--- src/rtl/scan_index_gen.sv ---
// Purpose: 3-bit scan index for the one-hot decoder, auto-scanned or manually stepped.
// Latency: auto advance every DIV cycles; button press reaches sel DB_CYCLES+3 edges after a clean rise.
// Backpressure: none; sel/tick/wrap are free-running registered outputs.
module scan_index_gen #(
    parameter int DIV       = 100000,
    parameter int DB_CYCLES = 20000,
    parameter int LAST      = 7
) (
    input  logic       clk,
    input  logic       rst_n,
    input  logic       run,
    input  logic       dir,
    input  logic       step_btn,
    output logic [2:0] sel,
    output logic       tick,
    output logic       wrap
);

    localparam int PW = (DIV > 1) ? $clog2(DIV) : 1;
    localparam int DW = (DB_CYCLES > 1) ? $clog2(DB_CYCLES) : 1;
    localparam logic [PW-1:0] PRE_MAX = PW'(DIV - 1);
    localparam logic [DW-1:0] DB_MAX  = DW'(DB_CYCLES - 1);
    localparam logic [2:0]    SEL_MAX = 3'(LAST);

    typedef enum logic {PAUSE, RUN} state_t;

    logic          run_s1, run_s;
    logic          dir_s1, dir_s;
    logic          btn_s1, btn_s;
    logic [DW-1:0] db_cnt;
    logic          db_lvl, db_lvl_d;
    logic          step_p;
    logic [PW-1:0] pre;
    state_t        state;

    always_ff @(posedge clk or negedge rst_n) begin
        if (!rst_n) begin
            run_s1 <= 1'b0;
            run_s  <= 1'b0;
            dir_s1 <= 1'b0;
            dir_s  <= 1'b0;
            btn_s1 <= 1'b0;
            btn_s  <= 1'b0;
        end else begin
            run_s1 <= run;
            run_s  <= run_s1;
            dir_s1 <= dir;
            dir_s  <= dir_s1;
            btn_s1 <= step_btn;
            btn_s  <= btn_s1;
        end
    end

    // Any cycle where the input agrees with the accepted level restarts the count.
    always_ff @(posedge clk or negedge rst_n) begin
        if (!rst_n) begin
            db_cnt   <= '0;
            db_lvl   <= 1'b0;
            db_lvl_d <= 1'b0;
        end else begin
            db_lvl_d <= db_lvl;
            if (btn_s != db_lvl) begin
                if (db_cnt == DB_MAX) begin
                    db_lvl <= btn_s;
                    db_cnt <= '0;
                end else begin
                    db_cnt <= db_cnt + 1'b1;
                end
            end else begin
                db_cnt <= '0;
            end
        end
    end

    assign step_p = db_lvl & ~db_lvl_d;

    always_ff @(posedge clk or negedge rst_n) begin
        if (!rst_n) begin
            state <= PAUSE;
            pre   <= '0;
            sel   <= 3'd0;
            tick  <= 1'b0;
            wrap  <= 1'b0;
        end else begin
            tick <= 1'b0;
            wrap <= 1'b0;
            case (state)
                PAUSE: begin
                    pre <= '0;
                    if (run_s) begin
                        state <= RUN;
                    end else if (step_p) begin
                        tick <= 1'b1;
                        if (!dir_s) begin
                            sel  <= (sel == SEL_MAX) ? 3'd0 : sel + 3'd1;
                            wrap <= (sel == SEL_MAX);
                        end else begin
                            sel  <= (sel == 3'd0) ? SEL_MAX : sel - 3'd1;
                            wrap <= (sel == 3'd0);
                        end
                    end
                end
                RUN: begin
                    // Leaving RUN wins over a terminal prescaler count.
                    if (!run_s) begin
                        state <= PAUSE;
                        pre   <= '0;
                    end else if (pre == PRE_MAX) begin
                        pre  <= '0;
                        tick <= 1'b1;
                        if (!dir_s) begin
                            sel  <= (sel == SEL_MAX) ? 3'd0 : sel + 3'd1;
                            wrap <= (sel == SEL_MAX);
                        end else begin
                            sel  <= (sel == 3'd0) ? SEL_MAX : sel - 3'd1;
                            wrap <= (sel == 3'd0);
                        end
                    end else begin
                        pre <= pre + 1'b1;
                    end
                end
                default: begin
                    state <= PAUSE;
                    pre   <= '0;
                end
            endcase
        end
    end

endmodule

--- config.mk ---
export PLATFORM = sky130hd
export DESIGN_NAME = scan_index_gen
export DESIGN_NICKNAME = d
export VERILOG_FILES = /design/src/rtl/scan_index_gen.sv
export SDC_FILE = /design/constraint.sdc
export NUM_CORES = 1
export LEC_CHECK = 0
export ABC_AREA = 1
export ABC_CLOCK_PERIOD_IN_PS = 1280
export CORE_ASPECT_RATIO = 1.2
export CORE_MARGIN = 3
export CORE_UTILIZATION = 35
export DETAILED_ROUTE_END_ITERATION = 12
export SYNTH_ARGS = -nofsm -noshare
export SYNTH_HDL_FRONTEND = slang
export SYNTH_SLANG_ARGS = --single-unit
--- constraint.sdc ---
create_clock -name clk -period 1.28 [get_ports clk]
set_input_delay 0.32 -clock clk [delete_from_list [all_inputs] [get_ports clk]]
set_output_delay 0.32 -clock clk [all_outputs]
set_load 0.02 [all_outputs]
==> results of run 1 <==
-- cells in the mapped netlist --
library cell / number
nor3_1: 10
a21oi_1: 4
nand4_1: 8
inv_2: 3
xnor2_1: 3
o21bai_1: 4
buf_6: 2
nand3b_1: 1
xor2_1: 7
nor3b_2: 2
o21ai_1: 1
inv_1: 37
nor2_1: 62
nor2_4: 2
ha_1: 6
nand3_1: 27
nor2_2: 8
nand3_2: 1
nand2_1: 63
clkinv_1: 1
and2_0: 1
nor3_2: 1
nand2_2: 4
nand4_2: 1
buf_4: 1
o21ai_0: 4
a31oi_1: 3
dfrtp_1: 46
-- power by group --
part / switching (mW) / leakage [nW] / internal (mW) / total (mW)
combinational: 0.0796 / 0.785 / 0.0587 / 0.138
clock: 0.554 / 0.0447 / 0.395 / 0.950
sequential: 0.0204 / 0.613 / 1.47 / 1.49
total: 0.654 / 1.44 / 1.93 / 2.58
-- final timing paths --
kind | start | end | slack, ps | cells past startpoint
max | pre[0] | pre[2] | -150 | 8
min in group asynchronous | rst_n | db_cnt[12] | 420 | 2
min | dir_s1 | dir_s | 360 | 0
min reg2reg | dir_s1 | dir_s | 360 | 0
max reg2reg | pre[0] | pre[2] | -150 | 8
max in group asynchronous | rst_n | pre[8] | 400 | 3
-- metal layers --
| layer | vias to the layer above | track usage | part of all wire |
|---|---|---|---|
| met4 | 0 | 0.04906 | 0.023 |
| met3 | 13 | 0.02491 | 0.031 |
| met1 | 1021 | 0.1733 | 0.42 |
| met2 | 36 | 0.2401 | 0.52 |
| met5 | - | 0 | 0 |
| li1 | 1098 | - | - |
-- per-stage QoR --
step	std cells	area, µm²	util
2_1_floorplan	313	2469	-
3_3_place_gp	434	2868	0.4315
3_5_place_dp	434	2868	0.4315
4_1_cts	446	3037	0.4569
5_1_grt	456	3262	0.4908
6_report	456	3262	0.4908
-- kinds of logic after synthesis --
logic type	Yosys count
xor+xnor	10
simple gates	191
fa+ha+maj	6
compound gates	16
buf+inv	44
flops	46
-- final cells by class --
class | count | area, µm² | area share
clock buffer | 5 | 68.82 | 0.02110
clock inverter | 3 | 25.02 | 0.007672
inverter | 41 | 156.4 | 0.04795
multi-input combinational | 223 | 1321 | 0.4051
sequential | 46 | 1159 | 0.3552
tap | 85 | 106.4 | 0.03260
timing repair buffer | 53 | 425.4 | 0.1304
-- timing repair --
item | 4_1_cts | 5_1_grt
hold buffers | 1 | 0
pin swaps | 2 | 13
endpoints found under the setup margin | 27 | 35
endpoints found under the hold margin | 9 | 0
setup buffers | 3 | 10
gates resized for setup | 29 | 44
-- critical path, cell delays in order, from the launching register on --
cell and delay (ps):
dfrtp_1 400, ha_2 200, buf_4 130, nand3_2 60
nor2_2 50, nand3_2 80, nand2_4 80, buf_6 150
nor3b_4 200
==> flow_metrics.env, run 1 <==
export IMPL_routabilityCongestion=0.8723
export IMPL_synthTopCellsByArea="dfrtp_1 (47%), nand2_1 (9.6%), nor2_1 (9.4%)"
export IMPL_synth_xor_area_frac=0.03553
export IMPL_violations="negative setup slack"
export IMPL_drive_gt1_frac=0.3181
export IMPL_status="finished, violations left"
export IMPL_ys_ff_latch=46
export IMPL_clock_path_buffers=2
export IMPL_slew_headroom=0.7317
export IMPL_setup_tns_ps=-1731
export IMPL_rows=32
export IMPL_post_route_min_period_ps=1433
export IMPL_hp_class="flip-flop to flip-flop"
export IMPL_max_flop_register="pre"
export IMPL_reg_largest_list="pre (17), db_cnt (15), sel (3)"
export IMPL_synth_area_mm2=0.002465
export IMPL_synthAdderAreaFrac=0.03046
export IMPL_dp_slack_ps=-85.51
export IMPL_dieArea_mm2=0.008090
export IMPL_dpl_hpwl_um=3896
export IMPL_die_h_um=97.93
export IMPL_worst_pin_slew_ps=401.1
export IMPL_syn_avg_cell_area_um2=7.875
export IMPL_grt_pass1_wl_um=8983
export IMPL_finalPower_mw=2.582
export IMPL_die_width_um=82.61
export IMPL_drc=0
export IMPL_cts_tree="built"
export IMPL_dr_first_iter_drc_count=79
export IMPL_syn_inst=313
export IMPL_rsz0062_at_grt="true"
export IMPL_core_area_mm2=0.006646
export IMPL_crit_required_ps=1500
export IMPL_finalSetupViolations=21
export IMPL_fin_ws_ps=-153.1
export IMPL_antenna_found_initial=0
export IMPL_yosysTopAreaCell="dfrtp_1"
export IMPL_cts_num_sinks=46
export IMPL_fin_skew_ps=4.743
export IMPL_io_pins=10
export IMPL_cts_root_buf="clkbuf_8"
export IMPL_fin_nets=381
export IMPL_numCtsBuffers=5
export IMPL_final_antenna_net_count=0
export IMPL_grtUsageTotal=0.1402
export IMPL_period_share=1.120
export IMPL_synthMuxAreaShare=0
export IMPL_fmax_mhz=697.8
export IMPL_pwr_density_cell_mw_per_mm2=791.5
export IMPL_cp_end_kind="flip-flop"
export IMPL_arrival_ps=1660
export IMPL_first_global_vias=2112
export IMPL_worstSkewPairLatency_ps=300
export IMPL_yosysTopAreaCellShare=0.4670
export IMPL_synth_seq_area_share=0.4670
export IMPL_vias=2168
export IMPL_finalWirelength_um=5456
export IMPL_hold_viol_final=0
export IMPL_first_pass_iters=4
export IMPL_grt_max_degree=27
export IMPL_via_per_inst=4.754
export IMPL_synth_cell_type_count=28
export IMPL_synth_nets=324
export IMPL_wl_per_cell_um=11.96
export IMPL_synthSimpleGateAreaFrac=0.3543
export IMPL_worstSetupPathType="flip-flop to flip-flop"
export IMPL_nFillCells=629
export IMPL_syn2layout_area_growth_pct=32.34
export IMPL_synth_compound_area_share=0.03807
export IMPL_mostFrequentLayoutCells="nand2_1 (56), nor2_1 (53), dfrtp_1 (40), buf_4 (40), inv_1 (33)"
export IMPL_slew_viol_final=0
export IMPL_htreeDepth=2
export IMPL_max_cap_violations=0
export IMPL_start_util=0.3709
export IMPL_synth_top_family_by_area="simple AND/OR/NAND/NOR gates"
export IMPL_portBuffers=9
export IMPL_leakagePower_nw=1.443
export IMPL_path_clk_slew_ps=100
export IMPL_yosys_warnings=0
export IMPL_diodes=0
export IMPL_whs_ps=358.5
export IMPL_cp_max_fo=5
export IMPL_startpoint_type="flip-flop"
export IMPL_largest_register_ffs=17
export IMPL_layout_commonest_cell="nand2_1"
export IMPL_vdd_drop_max_mv=1.234
export IMPL_overflow=0
No activity file was read; power rests on OpenSTA's default activity.
==> run 2: changes to the inputs <==
- CELL_PAD_IN_SITES_DETAIL_PLACEMENT: unset -> 0
- CELL_PAD_IN_SITES_GLOBAL_PLACEMENT: unset -> 1
- PLACE_DENSITY_LB_ADDON: unset -> 0.1
==> run 2 against run 1 <==
The run still ends with negative setup slack left. Global-route usage is 1.1 points higher. Worst hold slack gained 7.7 ps. First-iteration DRC count decreased by 38%. Power grew 0.90%. Count of clock-buffer cells in the layout is the same. Maximum frequency fell by 0.98%. Largest power group unchanged. Highest routed layer unchanged.
==> flow_metrics.env, run 2 (synthesized netlist as in run 1, its figures left out) <==
export IMPL_grt_pass1_wl_um=9632
export IMPL_first_pass_iters=4
export IMPL_startpoint_type="flip-flop"
export IMPL_startpoint="pre[0]"
export IMPL_rr_endpoint="pre[12]"
export IMPL_fin_nets=377
export IMPL_cp_end_kind="flip-flop"
export IMPL_overflow=0
export IMPL_cts_tree="built"
export IMPL_path_clk_slew_ps=100
export IMPL_die_h_um=97.93
export IMPL_nFillCells=682
export IMPL_hp_class="flip-flop to flip-flop"
export IMPL_status="finished, violations left"
export IMPL_leakagePower_nw=1.438
export IMPL_fin_ws_ps=-167.3
export IMPL_drive_gt1_frac=0.3433
export IMPL_diodes=0
export IMPL_cts_num_sinks=46
export IMPL_violations="negative setup slack"
export IMPL_numCtsBuffers=5
export IMPL_rsz0062_at_grt="true"
export IMPL_whs_ps=366.2
export IMPL_grtUsageTotal=0.1511
export IMPL_arrival_ps=1680
export IMPL_portBuffers=9
export IMPL_finalSetupViolations=14
export IMPL_dieArea_mm2=0.008090
export IMPL_fin_skew_ps=9.507
export IMPL_ff2ff_path_depth=7
export IMPL_rows=32
export IMPL_slew_headroom=0.7748
export IMPL_worst_pin_slew_ps=337.8
export IMPL_slew_viol_final=0
export IMPL_multi_input_area_mm2=0.001364
export IMPL_vdd_drop_max_mv=0.7287
export IMPL_design_area_mm2=0.003286
export IMPL_min_from="dir_s1"
export IMPL_r2r_start="pre[0]"
export IMPL_cp_max_fo=6
export IMPL_mostFrequentLayoutCells="nand2_1 (55), nor2_1 (51), dfrtp_1 (37), inv_1 (32), buf_4 (32)"
export IMPL_die_width_um=82.61
export IMPL_wl_per_cell_um=12.42
export IMPL_max_cap_violations=0
export IMPL_fmax_mhz=690.9
export IMPL_placed_area_mm2=0.002875
export IMPL_clock_path_buffers=2
export IMPL_hold_viol_final=0
export IMPL_dpl_hpwl_um=4287
export IMPL_max_flop_register="pre"
export IMPL_r2r_slack_ps=-170
export IMPL_via_per_inst=4.768
export IMPL_drc=0
export IMPL_layout_commonest_cell="nand2_1"
export IMPL_finalWirelength_um=5614
export IMPL_vias=2155
export IMPL_holdPathStages=0
export IMPL_utilization=0.4944
export IMPL_cts_root_buf="clkbuf_8"
export IMPL_syn2layout_area_growth_pct=33.30
export IMPL_routabilityCongestion=0.8654
export IMPL_crit_path_cell_trace="ha_4 > nand2_4 > nor2_4 > nand4_1 > o21bai_1 > inv_1 > nor2_1"
export IMPL_dr_first_iter_drc_count=49
export IMPL_hold_end="dir_s"
export IMPL_dp_slack_ps=-83.60
export IMPL_antenna_found_initial=0
export IMPL_final_antenna_net_count=0
export IMPL_start_util=0.3709
export IMPL_critPathMaxStageDelay_ps=400
export IMPL_largest_register_ffs=17
export IMPL_io_pins=10
export IMPL_grt_max_degree=26
export IMPL_worstSkewPairLatency_ps=300
export IMPL_core_area_mm2=0.006646
export IMPL_regArea_mm2=0.001162
export IMPL_crit_required_ps=1520
export IMPL_worstSetupPathType="flip-flop to flip-flop"
export IMPL_post_route_min_period_ps=1447
export IMPL_reg_largest_list="pre (17), db_cnt (15), sel (3)"
export IMPL_period_share=1.131
export IMPL_htreeDepth=2
export IMPL_first_global_vias=2140
export IMPL_crit_slowest_cell="dfrtp_1"
export IMPL_pwr_density_cell_mw_per_mm2=792.9
==> run 2: cell count changes in the layout (fill, tap and decap cells not counted), moves of 3 or more <==
cell,before,now
buf_4,40,32
buf_6,2,6
dfrtp_1,40,37
dfrtp_2,6,9
==> run 2: worst max-delay path by stage <==
stage,end,slack (ps),cells after the start
after floorplan,pre[16],-20,8
after global placement,db_cnt[9],-70,6
after detailed placement,pre[16],-80,8
after CTS,pre[12],-70,7
after global routing,pre[12],-240,7
final,pre[12],-170,7
==> run 2: stage by stage <==
stage	power (mW)	cells	setup TNS, ps
4_1_cts	2.630	446	-873.4
3_5_place_dp	1.640	435	-1080
2_1_floorplan	1.562	313	-20.62
3_3_place_gp	1.638	435	-763.5
5_1_grt	2.745	452	-2944
6_report	2.605	452	-1057
==> run 2: timing repair <==
action                     in CTS  in global routing
hold buffers                    1                  0
setup buffers                   2                  6
gates resized for setup        26                 67
pin swaps                       0                 16
hold endpoints to repair       10                  0
cloned                          0                  0
setup endpoints to repair      30                 37
==> run 2: worst max-delay path, delay by kind of cell (launching register included) <==
family | cells | cell delay [ps]
simple gates | 4 | 590
buf+inv | 1 | 50
fa+ha+maj | 1 | 170
flops | 1 | 400
compound gates | 1 | 180
==> run 2: report_power, final <==
part | internal (mW) | switching [mW] | total, mW | leakage, nW
Clock | 0.406 | 0.553 | 0.959 | 0.0495
Sequential | 1.47 | 0.0211 | 1.50 | 0.608
Combinational | 0.0667 | 0.0846 | 0.151 | 0.781
==> run 2: metal layers <==
| layer | global-route usage | vias to the layer above | routed length [µm] |
|---|---|---|---|
| li1 | - | 1102 | - |
| met1 | 0.1947 | 1009 | 2498 |
| met3 | 0.02860 | 17 | 121 |
| met5 | 0 | - | 0 |
| met4 | 0.04906 | 0 | 161 |
| met2 | 0.2512 | 27 | 2832 |
==> run 2: final cells by class <==
| type | instances | share of cell area |
|---|---|---|
| Clock buffer | 5 | 0.02094 |
| Sequential cell | 46 | 0.3538 |
| Multi-Input combinational cell | 223 | 0.4151 |
| Tap cell | 85 | 0.03237 |
| Inverter | 41 | 0.04684 |
| Clock inverter | 3 | 0.007997 |
| Timing Repair Buffer | 49 | 0.1230 |
